**config.mk**
```make
export PLATFORM = sky130hd
export DESIGN_NAME = uart_cmd_initiator
export DESIGN_NICKNAME = d
export VERILOG_FILES = /design/src/rtl/uart_cmd_initiator.sv
export SDC_FILE = /design/constraint.sdc
export NUM_CORES = 1
export LEC_CHECK = 0
export BUFFER_PORTS_ARGS = -buffer_cell sky130_fd_sc_hd__buf_2
export CORE_AREA = 2 2 101 151
export CTS_CLUSTER_SIZE = 10
export DETAILED_ROUTE_END_ITERATION = 6
export DIE_AREA = 0 0 103 153
export GPL_TIMING_DRIVEN = 0
export PLACE_DENSITY = 0.71
export SYNTH_ARGS = -nofsm -noshare
export SYNTH_HDL_FRONTEND = slang
export SYNTH_SLANG_ARGS = --single-unit
```
**constraint.sdc**
```tcl
create_clock -name clk -period 1.89 [get_ports clk]
set_input_delay 0 -clock clk [delete_from_list [all_inputs] [get_ports clk]]
set_output_delay 0 -clock clk [all_outputs]
set_load 0.03 [all_outputs]
```
**src/rtl/uart_cmd_initiator.sv**
```systemverilog
// Host-side command initiator: serializes (cmd, addr, value) into a byte frame for a UART TX
// stream and, for read commands, reassembles the response from a UART RX stream with timeout.
`timescale 1ns/1ps
module uart_cmd_initiator #(
  parameter int unsigned            WORD_WIDTH     = 8,
  parameter int unsigned            VALUE_WORDS    = 4,
  parameter bit                     LITTLE_ENDIAN  = 1'b0,
  parameter logic [WORD_WIDTH-1:0]  CMD_READ       = 'h01,
  parameter int unsigned            TIMEOUT_CYCLES = 1000000
) (
  input  logic                              clk,
  input  logic                              i_reset_n,
  input  logic                              i_start,
  input  logic [WORD_WIDTH-1:0]             i_cmd,
  input  logic [WORD_WIDTH-1:0]             i_addr,
  input  logic [WORD_WIDTH*VALUE_WORDS-1:0] i_value,
  output logic                              o_busy,
  output logic [WORD_WIDTH-1:0]             o_tx_data,
  output logic                              o_tx_dv,
  input  logic                              i_tx_ready,
  input  logic [WORD_WIDTH-1:0]             i_rx_data,
  input  logic                              i_rx_dv,
  output logic [WORD_WIDTH*VALUE_WORDS-1:0] o_r_value,
  output logic                              o_r_valid,
  output logic                              o_done,
  output logic                              o_timeout
);

  localparam int unsigned NumBytes = VALUE_WORDS + 2;
  localparam int unsigned FrameW   = NumBytes * WORD_WIDTH;
  localparam int unsigned ValueW   = VALUE_WORDS * WORD_WIDTH;
  localparam int unsigned IdxW     = $clog2(NumBytes + 1);
  localparam int unsigned RxIdxW   = $clog2(VALUE_WORDS + 1);
  localparam int unsigned CntW     = $clog2(TIMEOUT_CYCLES + 1);

  typedef enum logic [1:0] {StIdle, StSend, StWaitResp, StDone} state_e;

  state_e                state_q, state_d;
  // Frame held MS-byte-first as {cmd, addr, value}; endianness only changes the read order.
  logic [FrameW-1:0]     frame_q, frame_d;
  logic [IdxW-1:0]       idx_q, idx_d;
  logic [RxIdxW-1:0]     rx_idx_q, rx_idx_d;
  logic [CntW-1:0]       cnt_q, cnt_d;
  logic                  rx_dv_q;
  logic [WORD_WIDTH-1:0] tx_data_q, tx_data_d;
  logic [ValueW-1:0]     r_value_q, r_value_d;
  logic                  r_ok_q, r_ok_d;
  logic                  timeout_q, timeout_d;

  logic                  rx_edge;
  logic                  is_read;
  logic [WORD_WIDTH-1:0] cur_byte;
  int unsigned           tx_sel;
  int unsigned           rx_sel;

  assign rx_edge = i_rx_dv & ~rx_dv_q;
  assign is_read = (frame_q[FrameW-1 -: WORD_WIDTH] == CMD_READ);

  // Byte/word position selection for the current TX byte and the next RX word.
  always_comb begin
    tx_sel   = LITTLE_ENDIAN ? 32'(idx_q) : (NumBytes - 1 - 32'(idx_q));
    rx_sel   = LITTLE_ENDIAN ? 32'(rx_idx_q) : (VALUE_WORDS - 1 - 32'(rx_idx_q));
    cur_byte = frame_q[tx_sel*WORD_WIDTH +: WORD_WIDTH];
  end

  // Next-state logic and TX strobe/data outputs.
  always_comb begin
    state_d   = state_q;
    frame_d   = frame_q;
    idx_d     = idx_q;
    rx_idx_d  = rx_idx_q;
    cnt_d     = cnt_q;
    tx_data_d = tx_data_q;
    r_value_d = r_value_q;
    r_ok_d    = r_ok_q;
    timeout_d = timeout_q;
    o_tx_dv   = 1'b0;
    o_tx_data = tx_data_q;

    unique case (state_q)
      StIdle: begin
        if (i_start) begin
          frame_d   = {i_cmd, i_addr, i_value};
          timeout_d = 1'b0;
          r_ok_d    = 1'b0;
          idx_d     = '0;
          state_d   = StSend;
        end
      end
      StSend: begin
        if (i_tx_ready) begin
          o_tx_dv   = 1'b1;
          o_tx_data = cur_byte;
          tx_data_d = cur_byte;
          if (idx_q == IdxW'(NumBytes - 1)) begin
            idx_d    = '0;
            rx_idx_d = '0;
            cnt_d    = '0;
            state_d  = is_read ? StWaitResp : StDone;
          end else begin
            idx_d = idx_q + IdxW'(1);
          end
        end
      end
      StWaitResp: begin
        // A byte arriving on the timeout cycle still counts.
        if (rx_edge) begin
          r_value_d[rx_sel*WORD_WIDTH +: WORD_WIDTH] = i_rx_data;
          cnt_d = '0;
          if (rx_idx_q == RxIdxW'(VALUE_WORDS - 1)) begin
            r_ok_d  = 1'b1;
            state_d = StDone;
          end else begin
            rx_idx_d = rx_idx_q + RxIdxW'(1);
          end
        end else if (cnt_q == CntW'(TIMEOUT_CYCLES - 1)) begin
          cnt_d     = CntW'(TIMEOUT_CYCLES);
          timeout_d = 1'b1;
          state_d   = StDone;
        end else begin
          cnt_d = cnt_q + CntW'(1);
        end
      end
      StDone: begin
        state_d = StIdle;
      end
      default: begin
        state_d = StIdle;
      end
    endcase
  end

  // State and datapath registers.
  always_ff @(posedge clk or negedge i_reset_n) begin
    if (!i_reset_n) begin
      state_q   <= StIdle;
      frame_q   <= '0;
      idx_q     <= '0;
      rx_idx_q  <= '0;
      cnt_q     <= '0;
      rx_dv_q   <= 1'b0;
      tx_data_q <= '0;
      r_value_q <= '0;
      r_ok_q    <= 1'b0;
      timeout_q <= 1'b0;
    end else begin
      state_q   <= state_d;
      frame_q   <= frame_d;
      idx_q     <= idx_d;
      rx_idx_q  <= rx_idx_d;
      cnt_q     <= cnt_d;
      rx_dv_q   <= i_rx_dv;
      tx_data_q <= tx_data_d;
      r_value_q <= r_value_d;
      r_ok_q    <= r_ok_d;
      timeout_q <= timeout_d;
    end
  end

  assign o_busy    = (state_q != StIdle);
  assign o_done    = (state_q == StDone);
  assign o_r_valid = (state_q == StDone) && r_ok_q;
  assign o_r_value = r_value_q;
  assign o_timeout = timeout_q;

endmodule
```
After elaboration in Yosys (flattened, before gate mapping)

Index checks and enable logic that the tools add are counted.

Multiplexer cells: 34
Add/subtract/negate cells: 6
Bitwise operators: 2
Equality and inequality tests: 17
Reduce and logical (&&, ||, !) cells: 14
Shifts and indexed selects: 3

Operator list:

| cell                                                                     | number |
|---|---|
| 20-bit two-way mux                                                       | 4 |
| 48-bit by 33-bit indexed part select with 8-bit output                   | 1 |
| 20-bit one-hot mux with 2 select lines                                   | 1 |
| 32-bit negator with 34-bit output                                        | 1 |
| 8-bit by 34-bit variable shift with 32-bit output (first input constant) | 1 |
| 8-bit by 34-bit indexed part select with 32-bit output                   | 1 |
| 32-bit bitwise mux                                                       | 1 |
| 3-bit two-way mux                                                        | 7 |
| 20-bit by 1-bit adder with 20-bit output (second input constant)         | 1 |
| 20-bit == test (second input constant)                                   | 1 |
| 8-bit two-way mux                                                        | 2 |
| 2-bit != test (second input constant)                                    | 8 |
| 2-bit two-way mux                                                        | 6 |
| 3-bit one-hot mux with 2 select lines                                    | 2 |
| 5-bit AND reduction                                                      | 2 |
| 8-bit by 1-bit == test with 1-bit output (second input constant)         | 1 |
| 1-bit two-way mux                                                        | 8 |
| 2-bit one-hot mux with 4 select lines                                    | 1 |
| 4-bit AND reduction                                                      | 2 |
| 2-bit nonzero test                                                       | 4 |
| 3-bit by 1-bit adder with 3-bit output (second input constant)           | 2 |
| 3-bit != test (second input constant)                                    | 2 |
| 3-bit AND reduction                                                      | 2 |
| 2-bit == test (second input constant)                                    | 2 |
| other kinds (11)                                                         | 13 |

Bits in registers: 119
Word-level logic and storage cells: 86

Longest topological paths before layout

Gate-level depths: netlist of run 1.

Depth in word-level cells: 5
Depth in mapped cells: 10

Worst setup path after synthesis of run 1

No wires, ideal clock.

Path type: reg-to-reg
Start point: reg idx_q[1]
End point: reg tx_data_q[0]
Period minus slack after synthesis: 2131 ps
Slack: -241 ps
Arrival: 1954 ps
Stages on the path, launching flop included: 8
Cell sequence: dfrtp_1 -> clkinv_1 -> ha_1 -> clkbuf_1 -> mux4_2 -> nand2_1 -> o21ai_0 -> a22o_1

Longest elaborated chain between the ends: 4

Ends and longest elaborated chain:

| what                                                   | RTL line | source |
|---|---|---|
| start, declared                                        | 41       | `logic [IdxW-1:0] idx_q, idx_d;` |
| start signal, assigned                                 | 149      | `idx_q <= idx_d;` |
| 3-bit by 3-bit subtractor with 4-bit output            | 61       | `tx_sel = LITTLE_ENDIAN ? 32'(idx_q) : (NumBytes - 1 - 32'(idx_q));` |
| 48-bit by 33-bit indexed part select with 8-bit output | 63       | `cur_byte = frame_q[tx_sel*WORD_WIDTH +: WORD_WIDTH];` |
| 8-bit two-way mux                                      | 91       | `if (i_tx_ready) begin` |
| 8-bit two-way mux                                      | n/a      |  |
| net o_tx_data[0]                                       | 18       | `output logic [WORD_WIDTH-1:0] o_tx_data,` |
| end signal, assigned                                   | 153      | `tx_data_q <= tx_data_d;` |
| end, declared                                          | 45       | `logic [WORD_WIDTH-1:0] tx_data_q, tx_data_d;` |

The timed path passes the listed nets, and every way through them passes these cells.
A chain may end at the register's enable or synchronous reset.

Final worst setup path of run 1

Start point: reg idx_q[1]
End point: out o_tx_data[4]

Longest elaborated chain between the ends: 4

Ends and longest elaborated chain:

| what                                                   | RTL line | source |
|---|---|---|
| 3-bit by 3-bit subtractor with 4-bit output            | 61       |  |
| 48-bit by 33-bit indexed part select with 8-bit output | 63       |  |
| 8-bit two-way mux                                      | n/a      |  |
| 8-bit two-way mux                                      | 80       | `unique case (state_q)` |
| end, declared                                          | 18       |  |

No other way between the ends.

==> flow_metrics.tcl, run 1 <==
set metrics [dict create \
    power_leakage_uw 0.003882 \
    fp.dieH_um 153 \
    layout_commonest_cell "dfrtp_1" \
    slew_viol_final 0 \
    areaGrowthSynthToFinish_pct 53.10 \
    pre_cts_ws_ns -0.4355 \
    nets 800 \
    htreeDepth 4 \
    grt_max_degree 98 \
    totalPowerFinal_uw 13080 \
    max_stage_delay_ns 0.40 \
    ios 106 \
    drc 0 \
    synth_nets 575 \
    hold_ws_ns -0.01039 \
    drive_above_1_share_pct 48.92 \
    required_ns 1.89 \
    synthCells 500 \
    syn_avg_cell_area_um2 11.34 \
    grt_pass1_wl_mm 27.59 \
    drv_cap 0 \
    rows 54 \
    hold_viol_final 2 \
    fp.dieW_um 103 \
    crit_slowest_cell "dfrtp_2" \
    gr-total-overflow 0 \
    cp_data_arrival_time_ns 2.15 \
    synth_edf_count 0 \
    syn_area_um2 5669 \
    cts_tree "yes" \
    clk_pin_slew_ns 0.06 \
    setup_slack_ns -0.2597 \
    routedWlPerCell_um 19.06 \
    synthFlopType "dfrtp_1" \
    finalCritPeriodShare_pct 113.7 \
    worstMarginPinSlew_ns 0.7088 \
    synth_top_area_share_pct 52.53 \
    worstSetupStartpointType "flip-flop" \
    hold_class "in2async" \
    clockBufferDepth 2 \
    critPathKind "reg2out" \
    peakVddDrop_mv 0.6772 \
    antenna_found_initial 1 \
    post_drt_via_cell_ratio 5.494 \
    synth.largest_area_cell "dfrtp_1" \
    synthArstFlopShare_pct 100.0 \
    fmax_ghz 0.4652 \
    grt_setup_unrepaired "yes" \
    yosysUniqueCellTypes 51 \
    status "complete, but fails checks" \
    worstPathMaxFanout 4 \
    clkLatencyLatePin_ns 0.43 \
    failed_checks "hold timing, setup timing" \
    dieArea_um2 15760 \
    numClockSinks 119 \
    ys_warn_count 0 \
    io_buffers 105 \
    grt_pass1_vias 5459 \
    cts_root_buffer "clkbuf_16" \
    synthTopCellsByArea "dfrtp_1 53%, mux2_2 12%, o21ai_0 3.9%" \
    final_cell_mix "111 x dfrtp_1, 103 x buf_2, 58 x mux2_2, 58 x dlygate4sd3_1, 44 x nand2_1" \
    antenna_left 0 \
    end_kind "primary output" \
    num_vias 5131 \
    start_util_pct 39.21 \
    ys_seq_area_share_pct 52.53 \
    grt_use_total_pct 22.47 \
    firstDrtPassIters 5 \
    gp_congestion 0.8732 \
    slew_headroom_pct 52.54 \
    setup_viol 22 \
    drt_wl_total_mm 17.80 \
    fin_crit_ns 2.150 \
    ys_ff_latch 119 \
    cts_buffers 17 \
    path_cells "clkinv_4, ha_4, buf_6, mux4_2, nand2_2, o21ai_2, a22o_2, buf_6" \
    skew_ns 0.009897 \
    cpMostUsedCell "buf_6" \
    core_um2 14460 \
    drt_iter0_drc 325 \
    dp_hpwl_mm 10.45 \
    diodes 0 \
    power_density_nw_per_um2 1507 \
]
[cell type report]
cell class / count / area, um^2
buffer: 19 / 152.6
clock buffer: 18 / 429.2
clock inverter: 14 / 197.7
fill: 1073 / 5779
inverter: 28 / 115.1
multi-input combinational: 332 / 2967
sequential: 119 / 2988
tap: 196 / 245.2
timing repair buffer: 208 / 1585
[worst max-delay path: cells and delay by family (launching register included)]
family / cells / cell delay, ns
DFF: 1 / 0.40
AOI/OAI and AO/OA: 2 / 0.30
buffers and inverters: 3 / 0.33
adders and majority gates: 1 / 0.28
muxes: 1 / 0.32
and+or+nand+nor: 1 / 0.10
[cell usage after synthesis (4+ instances only)]
cell,number
a21oi_1,17
a22o_1,9
a31oi_1,12
a41oi_1,5
buf_1,5
buf_2,4
clkbuf_1,9
dfrtp_1,119
ha_1,14
inv_1,27
mux2_2,59
mux2i_1,9
mux4_2,8
nand2_1,50
nand2b_1,11
nand3_1,27
nand4_1,5
nor2_1,13
nor3_1,4
o21ai_0,44
o31ai_1,5
[power breakdown]
group          switching, uW  internal [uW]  total (uW)  leakage (uW)
sequential               588           3450        4030       0.00146
clock                   1240           2220        3450      0.000301
combinational           3010           2580        5590       0.00212
[sequential cells by signal, indices dropped and copies added, names as in the netlist]
name	count
rx_dv_q	1
frame_q	48
o_r_value	32
idx_q	3
cnt_q	20
tx_data_q	8
o_timeout	1
state_q	2
r_ok_q	1
rx_idx_q	3
[routing by layer]
metal / vias to the layer above / global-route usage, % / share of wire, %
met5: - / 0 / 0.073
met4: 2 / 11.78 / 4.1
met3: 58 / 4.481 / 4.8
met2: 207 / 39.27 / 54
met1: 2596 / 25.08 / 37
li1: 2268 / - / -
[metrics by stage]
| stage | util [%] | std cells | cell area (um^2) | setup TNS [ns] |
|---|---|---|---|---|
| floorplan | - | 500 | 5743 | 0 |
| global placement | 45.05 | 801 | 6514 | -78.61 |
| detailed placement | 45.28 | 802 | 6548 | -18.57 |
| CTS | 58.07 | 926 | 8397 | -2.993 |
| global route | 60.03 | 934 | 8680 | -3.861 |
| finish | 60.03 | 934 | 8680 | -2.517 |
[final timing paths]
| path | startpoint | cells after the start | slack, ns | to |
|---|---|---|---|---|
| max in group asynchronous | i_reset_n | 3 | 1.11 | rx_idx_q[1] |
| worst max-delay path | idx_q[1] | 8 | -0.26 | o_tx_data[4] |
| min in group clk | i_start | 3 | 0.05 | idx_q[0] |
| worst min-delay path | i_reset_n | 2 | -0.01 | frame_q[5] |
| worst max register to register | cnt_q[8] | 5 | -0.13 | state_q[1] |
| worst min register to register | o_r_value[30] | 2 | 0.48 | o_r_value[30] |
[timing repair]
item,4_1_cts,5_1_grt
hold endpoints to repair,200,0
hold buffers,58,0
resized for setup,113,52
buffers inserted,31,9
gates cloned,4,0
pin swaps,36,20
endpoints found under the setup margin,114,60
[kinds of logic (layout without fill, tap and decap cells)]
family | count (synthesis) | after routing | synth area share, %
buf+inv | 49 | 287 | 3.730
simple gates | 135 | 135 | 12.47
compound gates | 107 | 107 | 11.70
flops | 119 | 119 | 52.53
fa+ha+maj | 14 | 14 | 3.090
mux | 76 | 76 | 16.49
Power figures use the tool's default switching activity.
==> inputs of run 2 (changes only) <==
--- a/config.mk
+++ b/config.mk
@@ -11,7 +11,8 @@
 export DETAILED_ROUTE_END_ITERATION = 6
 export DIE_AREA = 0 0 103 153
 export GPL_TIMING_DRIVEN = 0
-export PLACE_DENSITY = 0.71
+export PLACE_DENSITY = 0.65
+export REMOVE_ABC_BUFFERS = 1
 export SYNTH_ARGS = -nofsm -noshare
 export SYNTH_HDL_FRONTEND = slang
 export SYNTH_SLANG_ARGS = --single-unit
==> run 2 against run 1 <==
  * The flow finishes with violations (setup timing)
  * Combinational power shrank 2%
  * Clock skew fell by 0.0016 ns
  * Global-route usage fell by 2.3 points
==> flow_metrics.tcl, run 2 (synthesized netlist as in run 1, its figures left out) <==
set metrics [dict create \
    status "complete, but fails checks" \
    failed_checks "setup timing" \
    antenna_left 0 \
    ios 106 \
    numClockSinks 119 \
    clk_pin_slew_ns 0.06 \
    power_density_nw_per_um2 1467 \
    setup_viol 19 \
    worstPathMaxFanout 4 \
    skew_ns 0.008253 \
    cts_buffers 17 \
    layout_commonest_cell "dfrtp_1" \
    grt_pass1_wl_mm 25.07 \
    htreeDepth 4 \
    nets 795 \
    finalCritPeriodShare_pct 109.3 \
    clkLatencyLatePin_ns 0.41 \
    fillers 1181 \
    grt_use_total_pct 20.18 \
    fin_crit_ns 2.066 \
    drt_iter0_drc 245 \
    slew_viol_final 0 \
    diodes 0 \
    hold_class "in2async" \
    worstSetupStartpointType "flip-flop" \
    pre_cts_ws_ns -1.240 \
    slew_headroom_pct 56.08 \
    seqCellArea_um2 2989 \
    cts_root_buffer "clkbuf_16" \
    cp_data_arrival_time_ns 2.07 \
    largest_reg_flops 48 \
    r2r-start "rx_idx_q[2]" \
    drive_above_1_share_pct 46.72 \
    io_buffers 105 \
    num_vias 4878 \
    peakVddDrop_mv 0.7711 \
    hold_viol_final 0 \
    grt_max_degree 100 \
    power_leakage_uw 0.003867 \
    gr-total-overflow 0 \
    rows 54 \
    fp.dieH_um 153 \
    grt_setup_unrepaired "yes" \
    fmax_ghz 0.4840 \
    regToRegSetupSlack_ns -0.07 \
    drc 0 \
    drt_wl_total_mm 16.04 \
    core_um2 14460 \
    antenna_found_initial 0 \
    setup_slack_ns -0.1762 \
    required_ns 1.89 \
    multi_input_area_um2 2950 \
    crit_start "idx_q[1]" \
    dp_hpwl_mm 9.614 \
    grt_pass1_vias 5159 \
    fp.dieW_um 103 \
    drv_cap 0 \
    firstDrtPassIters 4 \
    critPathKind "reg2out" \
    routedWlPerCell_um 17.29 \
    gp_congestion 0.8418 \
    worstMarginPinSlew_ns 0.6497 \
    start_util_pct 39.21 \
    final_cell_mix "112 x dfrtp_1, 96 x buf_2, 59 x mux2_2, 58 x dlygate4sd3_1, 43 x nand2_1" \
    post_drt_via_cell_ratio 5.256 \
    cts_tree "yes" \
    hold_ws_ns 0.01185 \
    end_kind "primary output" \
    clockBufferDepth 2 \
    dieArea_um2 15760 \
    areaGrowthSynthToFinish_pct 51.75 \
    largest_register "frame_q" \
]
-- run 2: cell count changes in the layout (fill, tap and decap cells not counted), moves of 3 or more --
| cell | change |
|---|---|
| a21oi_1 | +8 |
| a21oi_2 | -8 |
| a22o_1 | +7 |
| a22o_2 | -7 |
| buf_2 | -7 |
| buf_4 | +6 |
| clkbuf_2 | -3 |
| clkinv_4 | +3 |
| o21ai_1 | +3 |
-- run 2: metal layers --
layer  wire (um)  vias up  global-route usage (%)
met4         460        0                   7.957
met3         509       37                   4.390
met1        6121     2454                   22.61
li1            -     2263                       -
met2        8951      124                   36.24
met5           0        -                       0
-- run 2: what timing repair did --
action                                 CTS  global route
endpoints found under the hold margin  200             0
hold buffers                            58             0
pin swaps                               30            32
gates cloned                             2             1
resized for setup                       88            63
setup endpoints to repair               75            96
setup buffers                           30            26
-- run 2: cell type report --
class / count / area share (%)
clock buffers: 17 / 4.945
clock inverters: 14 / 1.745
inverters: 28 / 1.338
multi-input cells: 334 / 34.29
flip-flops and latches: 119 / 34.74
well taps: 196 / 2.850
repair buffers: 220 / 20.08
-- run 2: metrics by stage --
stage	std cells	utilization (%)	total power, uW	cell area [um^2]	setup TNS, ns
2_1_floorplan	479	-	6762	5563	-30.62
3_3_place_gp	780	43.80	7753	6334	-155.56
3_5_place_dp	782	44.19	7950	6390	-47.68
4_1_cts	903	56.57	11990	8179	-2.040
5_1_grt	928	59.50	13330	8603	-4.075
6_report	928	59.50	12620	8603	-1.795
-- run 2: path summary, 6_finish.rpt --
check | endpoint | depth (start not counted)
worst min-delay path | frame_q[39] | 2
max in group asynchronous | idx_q[0] | 3
worst max register to register | o_r_value[4] | 8
worst max-delay path | o_tx_data[1] | 8
worst min register to register | o_r_value[31] | 2
min in group clk | frame_q[28] | 3
-- run 2: power breakdown --
part | total [uW] | switching, uW | internal [uW]
clock network | 3150 | 1210 | 1940
registers | 3990 | 541 | 3440
logic | 5490 | 2860 | 2620
total | 12600 | 4610 | 8010
-- run 2: worst max-delay path: stages, from the launching register on --
cell and delay (ns):
dfrtp_2 0.38, clkinv_4 0.06, ha_4 0.28, buf_6 0.13, mux4_2 0.30, nand2_2 0.09
o21ai_2 0.05, a22o_1 0.22, buf_6 0.14
==> inputs of run 3 (changes only) <==
--- a/config.mk
+++ b/config.mk
@@ -6,12 +6,12 @@
 export NUM_CORES = 1
 export LEC_CHECK = 0
 export BUFFER_PORTS_ARGS = -buffer_cell sky130_fd_sc_hd__buf_2
-export CORE_AREA = 2 2 101 151
+export CORE_AREA = 2 2 123 125
 export CTS_CLUSTER_SIZE = 10
 export DETAILED_ROUTE_END_ITERATION = 6
-export DIE_AREA = 0 0 103 153
+export DIE_AREA = 0 0 125 127
 export GPL_TIMING_DRIVEN = 0
-export PLACE_DENSITY = 0.65
+export PLACE_DENSITY = 0.63
 export REMOVE_ABC_BUFFERS = 1
 export SYNTH_ARGS = -nofsm -noshare
 export SYNTH_HDL_FRONTEND = slang
==> constraint.sdc (replaced) <==
create_clock -name clk -period 2.1 [get_ports clk]
set_input_delay 0 -clock clk [delete_from_list [all_inputs] [get_ports clk]]
set_output_delay 0 -clock clk [all_outputs]
set_load 0.03 [all_outputs]
==> run 3 against run 2 <==
  * The run now ends clean
  * Flip-flop and latch count is the same
  * Clock skew about the same
  * First-iteration DRC count fell by 29%
  * Die area rose by 0.74%
  * Sequential share of layout area increased by 2.2 points
  * Cell count is 4.8% lower
  * Worst setup slack improved by 0.18 ns
  * Via count is 5.3% lower
  * Power decreased by 14%
  * Utilization shrank 3.4 points
  * Count of clock-buffer cells in the layout grew 6
  * Combinational power fell by 22%
  * Critical endpoint unchanged
==> flow_metrics.tcl, run 3 (synthesized netlist as in run 1, its figures left out) <==
set metrics [dict create \
    status "completed" \
    power_density_nw_per_um2 1347 \
    finalCritPeriodShare_pct 99.69 \
    numClockSinks 119 \
    dieArea_um2 15880 \
    grt_setup_unrepaired "yes" \
    fp.dieW_um 125 \
    worstSetupStartpointType "flip-flop" \
    clockBufferDepth 2 \
    drt_iter0_drc 174 \
    drive_above_1_share_pct 38.77 \
    worstMarginPinSlew_ns 0.6872 \
    antenna_left 0 \
    required_ns 2.10 \
    largest_reg_flops 48 \
    drt_wl_total_mm 14.63 \
    setup_slack_ns 0.006495 \
    areaGrowthSynthToFinish_pct 42.66 \
    dp_hpwl_mm 9.066 \
    skew_ns 0.008335 \
    drc 0 \
    fin_crit_ns 2.094 \
    end_kind "primary output" \
    power_leakage_uw 0.003675 \
    hold_class "in2async" \
    slew_viol_final 0 \
    fmax_ghz 0.4777 \
    worstPathMaxFanout 4 \
    rows 44 \
    gp_congestion 0.8234 \
    ios 106 \
    drv_cap 0 \
    grt_pass1_vias 4875 \
    grt_max_degree 79 \
    fp.dieH_um 127 \
    clkLatencyLatePin_ns 0.41 \
    num_vias 4619 \
    post_drt_via_cell_ratio 5.231 \
    pre_cts_ws_ns -1.002 \
    grt_use_total_pct 18.75 \
    clk_pin_slew_ns 0.05 \
    slew_headroom_pct 54.14 \
    nets 761 \
    gr-total-overflow 0 \
    peakVddDrop_mv 0.6592 \
    cts_tree "yes" \
    critPathKind "reg2out" \
    start_util_pct 39.30 \
    hold_viol_final 0 \
    grt_pass1_wl_mm 23.96 \
    final_cell_mix "114 x dfrtp_1, 96 x buf_2, 59 x mux2_2, 58 x dlygate4sd3_1, 41 x nand2_1" \
    core_um2 14420 \
    cts_buffers 17 \
    setup_viol 0 \
    cp_data_arrival_time_ns 2.09 \
    htreeDepth 4 \
    antenna_found_initial 0 \
    cts_root_buffer "clkbuf_16" \
    largest_register "frame_q" \
    utilization_pct 56.07 \
    routedWlPerCell_um 16.57 \
    io_buffers 105 \
    fillers 1224 \
    firstDrtPassIters 4 \
    diodes 0 \
    layout_commonest_cell "dfrtp_1" \
]
==> run 3: worst max-delay path, stage by stage (launching register included) <==
cell and delay (ns):
dfrtp_2 0.40, clkinv_4 0.07, ha_4 0.28, buf_6 0.13
mux4_2 0.31, nand2_2 0.07, o21ai_1 0.05, a22o_1 0.22
buf_6 0.15
==> run 3: stage by stage <==
step / instance area [um^2] / hold slack (ns) / cells / power [uW] / TNS [ns]
finish: 8088 / 0.07670 / 883 / 10900 / 0
global route: 8088 / 0.1240 / 883 / 11560 / -0.3676
CTS: 7846 / 0.06380 / 874 / 10560 / -0.004934
detailed placement: 6375 / -0.04892 / 770 / 7121 / -32.35
global placement: 6319 / 0.1476 / 768 / 6979 / -113.06
floorplan: 5563 / -0.2956 / 479 / 6086 / -12.45
==> run 3: worst paths after layout <==
check / slack (ns) / startpoint / end / cells past startpoint
worst min register to register: 0.48 / o_r_value[24] / o_r_value[24] / 2
worst min-delay path: 0.08 / i_reset_n / cnt_q[16] / 2
min in group clk: 0.12 / i_tx_ready / idx_q[0] / 3
worst max-delay path: 0.006 / idx_q[1] / o_tx_data[1] / 8
max in group asynchronous: 1.30 / i_reset_n / frame_q[16] / 3
worst max register to register: 0.07 / cnt_q[6] / cnt_q[7] / 7
==> run 3: per-layer routing <==
metal / wire length [um] / part of all wire, % / up-vias / track usage (%)
met3: 647 / 4.4 / 18 / 5.276
met5: 0 / 0 / - / 0
met1: 6193 / 42 / 2276 / 22.56
met2: 7552 / 52 / 125 / 32.35
li1: - / - / 2200 / -
met4: 238 / 1.6 / 0 / 6.797
==> run 3: cell type report <==
type                       count  area (um^2)  area share [%]
sequential                   119         2987           36.93
multi-input combinational    332         2720           33.63
timing repair buffer         188         1431           17.70
clock buffer                  23        457.9           5.662
tap                          184        230.2           2.847
clock inverter                 9        148.9           1.841
inverter                      28        112.6           1.392
==> run 3: repair_timing <==
action                                  CTS  global route
buffers inserted                         14             9
gates resized for setup                  43            44
endpoints found under the setup margin   73            54
hold endpoints to repair                200             0
hold buffers                             58             0
pin swaps                                 9            21
==> run 3: where the power goes <==
part	internal, uW	switching (uW)	total, uW
Combinational	1970	2310	4280
Sequential	3100	507	3610
Clock	2010	998	3010
